[src/rtl/mux4_arbiter.sv]
// mux4_arbiter
//   Round-robin arbiter and sequencer for the shared 4:1 single-bit mux path.
//   One requester is granted at a time; the registered grant index drives the
//   mux select lines and the granted requester's data bit is forwarded to out.
//   A hold limit (MAX_HOLD cycles per tenure) stops any requester from
//   monopolising the path; at expiry the holder drops to lowest priority.
//
//   Build option: define MUX4_ARB_FIXED_PRIO_EN to freeze the rotating
//   pointer at 3, giving fixed priority 0>1>2>3 (hold expiry still applies).
//
// Parameters
//   MAX_HOLD  maximum consecutive cycles of one tenure (1..15)
// Ports
//   clk       rising-edge clock
//   rst_n     asynchronous active-low reset
//   req[3:0]  request per requester
//   in0..in3  data bit of requester 0..3
//   grant     one-hot registered grant, zero when idle
//   address0  registered select LSB (bit 0 of granted index)
//   address1  registered select MSB (bit 1 of granted index)
//   out       data of granted requester, 0 when idle
//   busy      registered, 1 while a grant is active
module mux4_arbiter #(
    parameter int unsigned MAX_HOLD = 4
) (
    input  logic       clk,
    input  logic       rst_n,
    input  logic [3:0] req,
    input  logic       in0,
    input  logic       in1,
    input  logic       in2,
    input  logic       in3,
    output logic [3:0] grant,
    output logic       address0,
    output logic       address1,
    output logic       out,
    output logic       busy
);

    typedef enum logic [1:0] {
        IDLE  = 2'b00,
        GRANT = 2'b01
    } state_t;

    localparam logic [3:0] CNT_MAX = 4'(MAX_HOLD - 1);

    state_t     state, state_nx;
    logic [3:0] grant_nx;
    logic [1:0] addr, addr_nx;
    logic       busy_nx;
    logic [1:0] last, last_nx;
    logic [3:0] cnt, cnt_nx;
    logic       win_vld;
    logic [1:0] win_idx;
    logic       rearb;
    logic       sel_bit;

    // Search starts one past the last winner and wraps; offset 4 wraps back
    // to last itself, so the previous holder has the lowest priority.
    always_comb begin
        win_vld = 1'b0;
        win_idx = last;
        for (int unsigned k = 1; k <= 4; k++) begin
            if (!win_vld && req[last + 2'(k)]) begin
                win_vld = 1'b1;
                win_idx = last + 2'(k);
            end
        end
    end

    always_comb begin
        state_nx = state;
        grant_nx = grant;
        addr_nx  = addr;
        busy_nx  = busy;
        last_nx  = last;
        cnt_nx   = cnt;
        rearb    = 1'b0;

        case (state)
            IDLE: begin
                rearb = 1'b1;
            end
            GRANT: begin
                // Release takes precedence over expiry; both re-arbitrate.
                if (!req[addr] || cnt >= CNT_MAX) begin
                    rearb = 1'b1;
                end else begin
                    cnt_nx = cnt + 4'd1;
                end
            end
            default: begin
                state_nx = IDLE;
                grant_nx = '0;
                busy_nx  = 1'b0;
                cnt_nx   = '0;
            end
        endcase

        if (rearb) begin
            if (win_vld) begin
                state_nx = GRANT;
                grant_nx = 4'b0001 << win_idx;
                addr_nx  = win_idx;
                busy_nx  = 1'b1;
                cnt_nx   = '0;
`ifdef MUX4_ARB_FIXED_PRIO_EN
                last_nx  = 2'd3;
`else
                last_nx  = win_idx;
`endif
            end else begin
                state_nx = IDLE;
                grant_nx = '0;
                busy_nx  = 1'b0;
                cnt_nx   = '0;
            end
        end
    end

    always_ff @(posedge clk or negedge rst_n) begin
        if (!rst_n) begin
            state <= IDLE;
            grant <= '0;
            addr  <= '0;
            busy  <= 1'b0;
            last  <= 2'd3;
            cnt   <= '0;
        end else begin
            state <= state_nx;
            grant <= grant_nx;
            addr  <= addr_nx;
            busy  <= busy_nx;
            last  <= last_nx;
            cnt   <= cnt_nx;
        end
    end

    always_comb begin
        case (addr)
            2'd0:    sel_bit = in0;
            2'd1:    sel_bit = in1;
            2'd2:    sel_bit = in2;
            default: sel_bit = in3;
        endcase
    end

    assign out      = sel_bit & busy;
    assign address0 = addr[0];
    assign address1 = addr[1];

endmodule
[config.mk]
export PLATFORM = sky130hd
export DESIGN_NAME = mux4_arbiter
export DESIGN_NICKNAME = d
export VERILOG_FILES = /design/src/rtl/mux4_arbiter.sv
export SDC_FILE = /design/constraint.sdc
export NUM_CORES = 1
export LEC_CHECK = 0
export CORE_UTILIZATION = 48
export CTS_BUF_LIST = sky130_fd_sc_hd__clkbuf_4 sky130_fd_sc_hd__clkbuf_8
export DETAILED_ROUTE_END_ITERATION = 12
export GPL_TIMING_DRIVEN = 0
export HOLD_SLACK_MARGIN = 0.12
export PLACE_DENSITY = 0.76
export SYNTH_ARGS = -nofsm -noshare
export SYNTH_HDL_FRONTEND = slang
export SYNTH_SLANG_ARGS = --single-unit
[constraint.sdc]
create_clock -name clk -period 2.3 [get_ports clk]
set_clock_uncertainty 0.15 [all_clocks]
set_input_delay 0.345 -clock clk [delete_from_list [all_inputs] [get_ports clk]]
set_output_delay 0.345 -clock clk [all_outputs]
set_load 0.005 [all_outputs]
# Word-level counts from Yosys, hierarchy flattened
# Cells that the tools add are included.
[totals] input_bits=10 output_inout_bits=8 ff_bits=15 word_cells=70
[classes] n_mux=33 order_cmp=6 addsub=4 n_eq_ne=6 shifts=1 bitwise_logic=1 n_reduce_logical=13
[ops] cell="4-bit 2-to-1 mux" count=5
[ops] cell="2-bit by 3-bit less-than comparator with 1-bit output (second input constant)" count=5
[ops] cell="1-bit 2-to-1 mux" count=14
[ops] cell="2-bit 2-to-1 mux" count=6
[ops] cell="1-bit binary-select mux with 2-bit select" count=5
[ops] cell="4-bit case mux with 2 select lines" count=1
[ops] cell="2-bit adder (second input constant)" count=2
[ops] cell="4-bit by 1-bit adder with 4-bit output (second input constant)" count=1
[ops] cell="2-bit by 1-bit == test with 1-bit output (second input constant)" count=2
[ops] cell="4-bit by 2-bit >= comparator with 1-bit output (second input constant)" count=1
[ops] cell="1-bit zero test" count=4
[ops] cell="2-bit zero test" count=2
[ops] cell="2-bit AND reduction" count=2
[ops] cell="1-bit by 2-bit left shift with 4-bit output (first input constant)" count=1
[ops] cell="1-bit logical AND" count=3
[ops] cell="3-bit inequality test (second input constant)" count=1
[ops] cell="1-bit case mux with 3 select lines" count=1
[ops] cell="2-bit by 1-bit adder with 2-bit output (second input constant)" count=1
[ops] cell="2-bit == test (second input constant)" count=1
[ops] cell="2-bit by 1-bit inequality test with 1-bit output (second input constant)" count=1
[ops] cell="2-bit inequality test (second input constant)" count=1
[ops] cell="1-bit case mux with 2 select lines" count=1
[ops] cell="2-bit OR reduction" count=1
[ops] cell="1-bit AND" count=1
[ops] cell="1-bit logical OR" count=1

# Depth between registers and ports, before layout
# Gate-level depths: netlist of the first run.
[depth] depth_word=16 depth_mapped=6 ltp_nobuf=5

# Worst setup path before layout of the first run
# OpenSTA, ideal clock, no wires.
[synth_timing] kind="flip-flop to flip-flop" start="reg addr[0]" end="reg addr[1]" t_required_ps=2025 slack_ps=417 n_path_buf=0 setup_ps=125 path_stages_with_launch=5 arrival_time_ps=1609 synth_period_minus_slack_ps=1883 path_cell_list="dfrtp_1 > mux4_2 > and4b_4 > nor2_2 > mux2_2"
[synth_via] elab_chain_len=7
[synth_rtl] element="start, declared" line="49" source="logic [1:0] addr, addr_nx;"
[synth_rtl] element="start signal, assigned" line="132" source="addr <= addr_nx;"
[synth_rtl] element="1-bit binary-select mux with 2-bit select" line="86" source="if (!req[addr] || cnt >= CNT_MAX) begin"
[synth_rtl] element="1-bit 2-to-1 mux (implied by the code)" line="86"
[synth_rtl] element="1-bit zero test" line="86"
[synth_rtl] element="1-bit logical OR" line="86"
[synth_rtl] element="1-bit 2-to-1 mux" line="86"
[synth_rtl] element="1-bit case mux with 2 select lines" line="80" source="case (state)"
[synth_rtl] element="2-bit AND reduction (no source line)"
# Every way passes these cells. The select of a mux whose other input is x is not followed.
# A chain may end at the register's enable or synchronous reset.

# Worst setup path in the final report of the first run
[layout_timing] start="in in1" end="out out"
[layout_via] elab_chain_len=2
[layout_rtl] element="start, declared" line="30" source="input logic in1,"
[layout_rtl] element="1-bit case mux with 3 select lines" line="140" source="case (addr)"
[layout_rtl] element="1-bit AND" line="148" source="assign out = sel_bit & busy;"
[layout_rtl] element="end, declared" line="36" source="output logic out,"
# Every way passes these cells.

==> summary.md, run 1 <==
| Metric | Value |
|---|---|
| Outcome | finished clean |
| Asr flop ratio synth | 1.00 |
| Hold/Removal Path Class | input port to async pin |
| Die W | 38.5 µm |
| Wirelength per Cell | 13.9 µm |
| Largest net degree at the start of global routing | 14 |
| Fmax | between 400 and 500 MHz |
| Final hold viol count | 0 |
| Tot GR Track Use | 0.222 |
| Core area | 1170 µm² |
| CTS clock-pin slew for the worst setup and hold paths | 0.08 ns |
| Crit start category | input port |
| Yosys Warn Count | 0 |
| Number of clock buffers inserted by TritonCTS | 3 |
| Vias/cell | 5.42 |
| Final Cycle Share | 0.926 |
| Final WL | approximately 1300 µm |
| Crit Path Category | input port to output pin |
| TritonCTS clock tree | built |
| PD cells | just over 1000 nW/µm² |
| Slew Viols, Final | 0 |
| Area grow syn2layout | 35.2% |
| Clock sinks | 13 |
| Worst Tran Pin Value | 0.727 ns |
| DPL Wire Length | 918 µm |
| Total grt overflow | 0 |
| Max cap viols | 0 |
| Synth top area share | 0.431 |
| Routed Antenna Nets | 0 |
| Fillers | 84 |
| Synth Instances | 54 |
| Hold_buf cts | 0 |
| Worst-path maximum fanout | 1 |
| Post-synth top flop | dfrtp_1 |
| Top-count cell post-synth | dfrtp_1 |
| Post-Layout Cell Count | about 90 |
| CP Data Arrival Time | 1.63 ns |
| VDD IR max | 0.000675 V |
| Post-synth EDFFs | 0 |
| Synth unique cells | 26 |
| Top Ports | 18 |
| Min Tclk post-route | 2.13 ns |
| Seq/Total Area, Yosys | 0.513 |
| Drt initial violations | 14 |
| Syn Area/Cell | 11.8 µm² |
| Via count | 493 |
| Area of the mapped netlist | 639 µm² |
| First-pass GRT wire length | roughly 2100 µm |
| Placed cells | 86 |
| Multi-input gate area | 300 µm² |
| Gp weighted congestion | 0.773 |
| # H-tree levels | 1 |
| Relative slew slack | 0.511 |
| #FFs+latches synth | 13 |
| Critical Path RT | between 1.5 and 2 ns |
| # rows | 12 |
| Initial Util | 0.546 |
| Vias in the first global route | between 400 and 500 |
| DRC | 0 |
| Most frequent cells after synthesis | dfrtp_1 (11), nand2_1 (5), o21ai_0 (4) |
| Post-route setup slack | 0.170 ns |
| Total negative slack | 0 ns |
| Yosys top cell by area | dfrtp_1 |
| PortBufs | 17 |
| Synth top area cells | dfrtp_1 (43%), dfstp_2 (8.2%), mux4_1 (4.1%) |
| Pleak | about 0.37 nW |
| Router iterations before antenna repair | 4 |
| Crit. End Element | output pin |
| Layout cells sized above 1 | 0.169 |
| Register Area | ~330 µm² |
| Root buffer selected by CTS | clkbuf_4 |
| Max Root-Sink Buffers | 2 |
| Die Span Y | 38.5 µm |
| Worst-Skew Late Latency | 0.28 ns |
| # diodes | 0 |
| Die Area | 1480 µm² |
| Final Setup Violations | 0 |
| Nets@finish | 89 |
| Antenna violations before repair | 0 |
| RSZ-0062 raised after global routing | no |
| Post-place setup slack | -0.0894 ns |
through the flow:
step / hold slack, ns / power (mW) / util / cell area (µm²)
global route: 0.321 / 0.939 / 0.738 / 865
finish: 0.274 / 0.886 / 0.738 / 865
CTS: 0.285 / 0.892 / 0.738 / 865
global placement: 0.274 / 0.732 / 0.709 / 831
detailed placement: 0.310 / 0.740 / 0.709 / 831
floorplan: -0.101 / 0.569 / - / 643
sequential cells by signal, summed over array words and instances, names as in the netlist:
name	count
last	2
addr	2
grant	4
busy	1
cnt	4
routing by layer:
metal,vias up,wire (µm),track usage
met1,228,561,0.269
met5,-,0,0
li1,244,-,-
met2,17,586,0.338
met4,0,37,0.155
met3,4,82,0.0581
where the power goes:
group / leakage (nW) / switching (mW) / internal [mW]
registers: 0.157 / 0.0557 / 0.312
logic: 0.192 / 0.145 / 0.234
clock network: 0.0177 / 0.0738 / 0.0645
total: 0.366 / 0.275 / 0.611
critical path, cell delays in order:
cell and delay (ns):
clkdlybuf4s50_1 0.39, mux4_1 0.49, and2_1 0.16, dlygate4sd2_1 0.25
cell type report:
cell class,count,area share
clock buffer,3,0.0260
timing repair buffer,18,0.204
buffer,1,0.0130
clock inverter,1,0.00579
inverter,1,0.00434
multi-input combinational,40,0.347
tap,14,0.0203
sequential,13,0.379
final timing paths:
kind | from | endpoint | slack [ns] | cells past startpoint
max in group asynchronous | rst_n | last[0] | 1.36 | 1
min in group clk | cnt[0] | cnt[0] | 0.32 | 1
max reg2reg | addr[0] | addr[1] | 0.25 | 5
min reg2reg | cnt[0] | cnt[0] | 0.32 | 1
min | rst_n | grant[2] | 0.27 | 1
max | in1 | out | 0.17 | 4
layout by cell type, fill, tap and decap left out, types with 2 or more instances in the layout:
master	n
clkdlybuf4s50_1	16
dfrtp_1	11
nand2_1	5
o21ai_0	4
nor2_1	3
nor2b_1	3
clkbuf_4	3
and2_1	2
nand2b_1	2
o41ai_1	2
mux2_1	2
mux2_2	2
o31ai_1	2
conb_1	2
dfstp_2	2
kinds of logic (layout without fill, tap and decap cells):
| logic type | Yosys count | after routing | synth area share |
|---|---|---|---|
| buffers and inverters | 2 | 24 | 0.0235 |
| adders and majority gates | 1 | 1 | 0.0196 |
| DFF | 13 | 13 | 0.513 |
| and+or+nand+nor | 20 | 20 | 0.174 |
| other | 1 | 2 | 0.00587 |
| muxes | 6 | 6 | 0.147 |
| AOI/OAI and AO/OA | 11 | 11 | 0.117 |
what timing repair did:
action,CTS,global route
endpoints found under the hold margin,0,0
buffers inserted,1,0
setup endpoints to repair,1,0
resized for setup,1,0
No activity file was read; power rests on OpenSTA's default activity.
==> run 2: changes to the inputs <==
--- a/config.mk
+++ b/config.mk
@@ -8,7 +8,7 @@
 export CORE_UTILIZATION = 48
 export CTS_BUF_LIST = sky130_fd_sc_hd__clkbuf_4 sky130_fd_sc_hd__clkbuf_8
 export DETAILED_ROUTE_END_ITERATION = 12
-export GPL_TIMING_DRIVEN = 0
+export GPL_TIMING_DRIVEN = 1
 export HOLD_SLACK_MARGIN = 0.12
 export PLACE_DENSITY = 0.76
 export SYNTH_ARGS = -nofsm -noshare
==> summary.md, run 2 (synthesis results as in run 1) <==
| Metric | Value |
|---|---|
| Outcome | finished clean |
| Clock sinks | 13 (unchanged) |
| Die Area | 1480 µm² (unchanged) |
| Post-route setup slack | 0.185 ns (+0.0150 ns) |
| Routed Antenna Nets | 0 (unchanged) |
| Die W | 38.5 µm (unchanged) |
| # diodes | 0 (unchanged) |
| Top Ports | 18 (unchanged) |
| TritonCTS clock tree | built |
| Worst Tran Pin Value | 0.549 ns (-0.178 ns) |
| # H-tree levels | 1 (unchanged) |
| Hold_buf cts | 0 (unchanged) |
| Slew Viols, Final | 0 (unchanged) |
| Pleak | 0.386 nW (+5.6%) |
| Final Setup Violations | 0 (unchanged) |
| CP Data Arrival Time | 1.62 ns (about the same) |
| VDD IR max | 0.000595 V (-12%) |
| Core area | 1170 µm² (unchanged) |
| Tot GR Track Use | 0.206 (-0.0154) |
| Vias/cell | 5.25 (-3.1%) |
| Min Tclk post-route | 2.11 ns (-0.0150 ns) |
| Worst-Skew Late Latency | 0.28 ns (about the same) |
| Cells along the critical path | clkdlybuf4s50_1 -> mux4_2 -> and2_1 -> dlygate4sd2_1 |
| Slowest CP cell | mux4_2 |
| Crit path largest cell delay | 0.45 ns (-0.04 ns) |
| DRC | 0 (unchanged) |
| Final hold viol count | 0 (unchanged) |
| CTS clock-pin slew for the worst setup and hold paths | 0.07 ns (about the same) |
| Router iterations before antenna repair | 4 (unchanged) |
| Number of clock buffers inserted by TritonCTS | 3 (unchanged) |
| Final Instance Area | 897 µm² (+3.8%) |
| Root buffer selected by CTS | clkbuf_4 |
| Flop pwr share | 0.406 (-0.009) |
| Sw Ratio | 0.302 (-0.00822) |
| Die Span Y | 38.5 µm (unchanged) |
| CP Launch Point | in2 |
| R2r setup slk | 0.25 ns (about the same) |
| Clock Power Share | 0.169 (+0.013) |
| Placed cells | 91 (+5.8%) |
| Relative slew slack | 0.633 (+0.122) |
| Area grow syn2layout | 40.3% |
| Wirelength per Cell | 12.7 µm (-9.1%) |
| Most frequent cells in the layout | clkdlybuf4s50_1 (16), dfrtp_1 (11), buf_4 (7), nand2_1 (5) |
| Max cap viols | 0 (unchanged) |
| Layout cells sized above 1 | 0.232 (+0.0629) |
| Largest net degree at the start of global routing | 14 (unchanged) |
| RR Startpoint | addr[0] |
| Final Cycle Share | 0.919 (-0.00653) |
| Area post-placement | 865 µm² (+4.1%) |
| Crit. End Element | output pin |
| Crit start category | input port |
| Hold/Removal Path Class | input port to async pin |
| Nets@finish | 94 (+5.6%) |
| Final WL | 1220 µm (-4.1%) |
| Biggest regs | cnt: 4 flops, grant: 4 flops |
| DPL Wire Length | 926 µm (+0.83%) |
| Total negative slack | 0 ns (unchanged) |
| Critical Path RT | 1.80 ns (about the same) |
| First-pass GRT wire length | 1930 µm (-6.7%) |
| # rows | 12 (unchanged) |
| Commonest non-fill, non-tap cell in the layout | clkdlybuf4s50_1 |
| Worst-path maximum fanout | 1 (unchanged) |
| PortBufs | 17 (unchanged) |
| Vias in the first global route | 454 (-1.7%) |
| Switch Pwr | 273 µW (-0.75%) |
| Crit Path Category | input port to output pin |
| Max Root-Sink Buffers | 2 (unchanged) |
| Initial Util | 0.546 (unchanged) |
| Gp weighted congestion | 0.754 (-2.4%) |
| Total grt overflow | 0 (unchanged) |
| Post-Layout Cell Count | 96 (+5.5%) |
| Int Power | 630 µW (+3.2%) |
| Antenna violations before repair | 0 (unchanged) |
| Drt initial violations | 7 (-7) |
| Fmax | 473 MHz (+0.71%) |
| Logic pwr share | 0.424 (-0.005) |
| PD cells | 1010 nW/µm² (-1.8%) |
| Post-place setup slack | -0.0391 ns (+0.0503 ns) |
| Via count | 504 (+2.2%) |
| RSZ-0062 raised after global routing | no |
run 2: changes by cell type in the layout (fill, tap and decap cells not counted):
| cell | change |
|---|---|
| buf_6 | -1 |
| mux4_2 | +1 |
| mux4_1 | -1 |
| clkbuf_4 | +1 |
| clkinv_2 | -1 |
| buf_4 | +6 |
run 2: final timing paths:
check	to	depth (start not counted)
hold / removal	grant[3]	1
max in group asynchronous	last[0]	1
setup / recovery	out	4
setup reg to reg	addr[1]	5
min in group clk	cnt[0]	1
hold reg to reg	cnt[0]	1
run 2: layout make-up:
type                            instances  area [µm²]
Tap cell                               14        17.5
Inverter                                1        3.75
Timing Repair Buffer                   24         221
Clock buffer                            4        30.0
Multi-Input combinational cell         40         297
Fill cell                              85         274
Sequential cell                        13         328
run 2: metal layers:
layer,vias up,track usage,wire length (µm)
li1,250,-,-
met5,-,0,0
met2,14,0.308,556
met4,0,0.129,29
met1,236,0.244,541
met3,4,0.0814,87
run 2: power by group through the flow:
stage	registers (mW)	logic, mW	clock network [mW]
after CTS	0.368	0.389	0.155
after global routing	0.379	0.418	0.167
after detailed placement	0.378	0.367	0
final	0.367	0.383	0.153
after global placement	0.374	0.361	0
after floorplan	0.369	0.200	0
run 2: critical path: cells and delay by family:
family	cells	cell delay (ns)
muxes	1	0.45
buffers and inverters	2	0.65
and+or+nand+nor	1	0.17
run 2: metrics by stage:
| stage | hold slack (ns) | util | power [mW] |
|---|---|---|---|
| finish | 0.268 | 0.766 | 0.903 |
| global route | 0.313 | 0.766 | 0.964 |
| CTS | 0.291 | 0.766 | 0.911 |
| detailed placement | 0.281 | 0.738 | 0.744 |
| global placement | 0.276 | 0.738 | 0.735 |
| floorplan | -0.101 | - | 0.569 |
run 2: what timing repair did:
item / CTS / global route
endpoints found under the setup margin: 1 / 0
gates resized for setup: 2 / 0
endpoints found under the hold margin: 0 / 0
setup buffers: 1 / 0
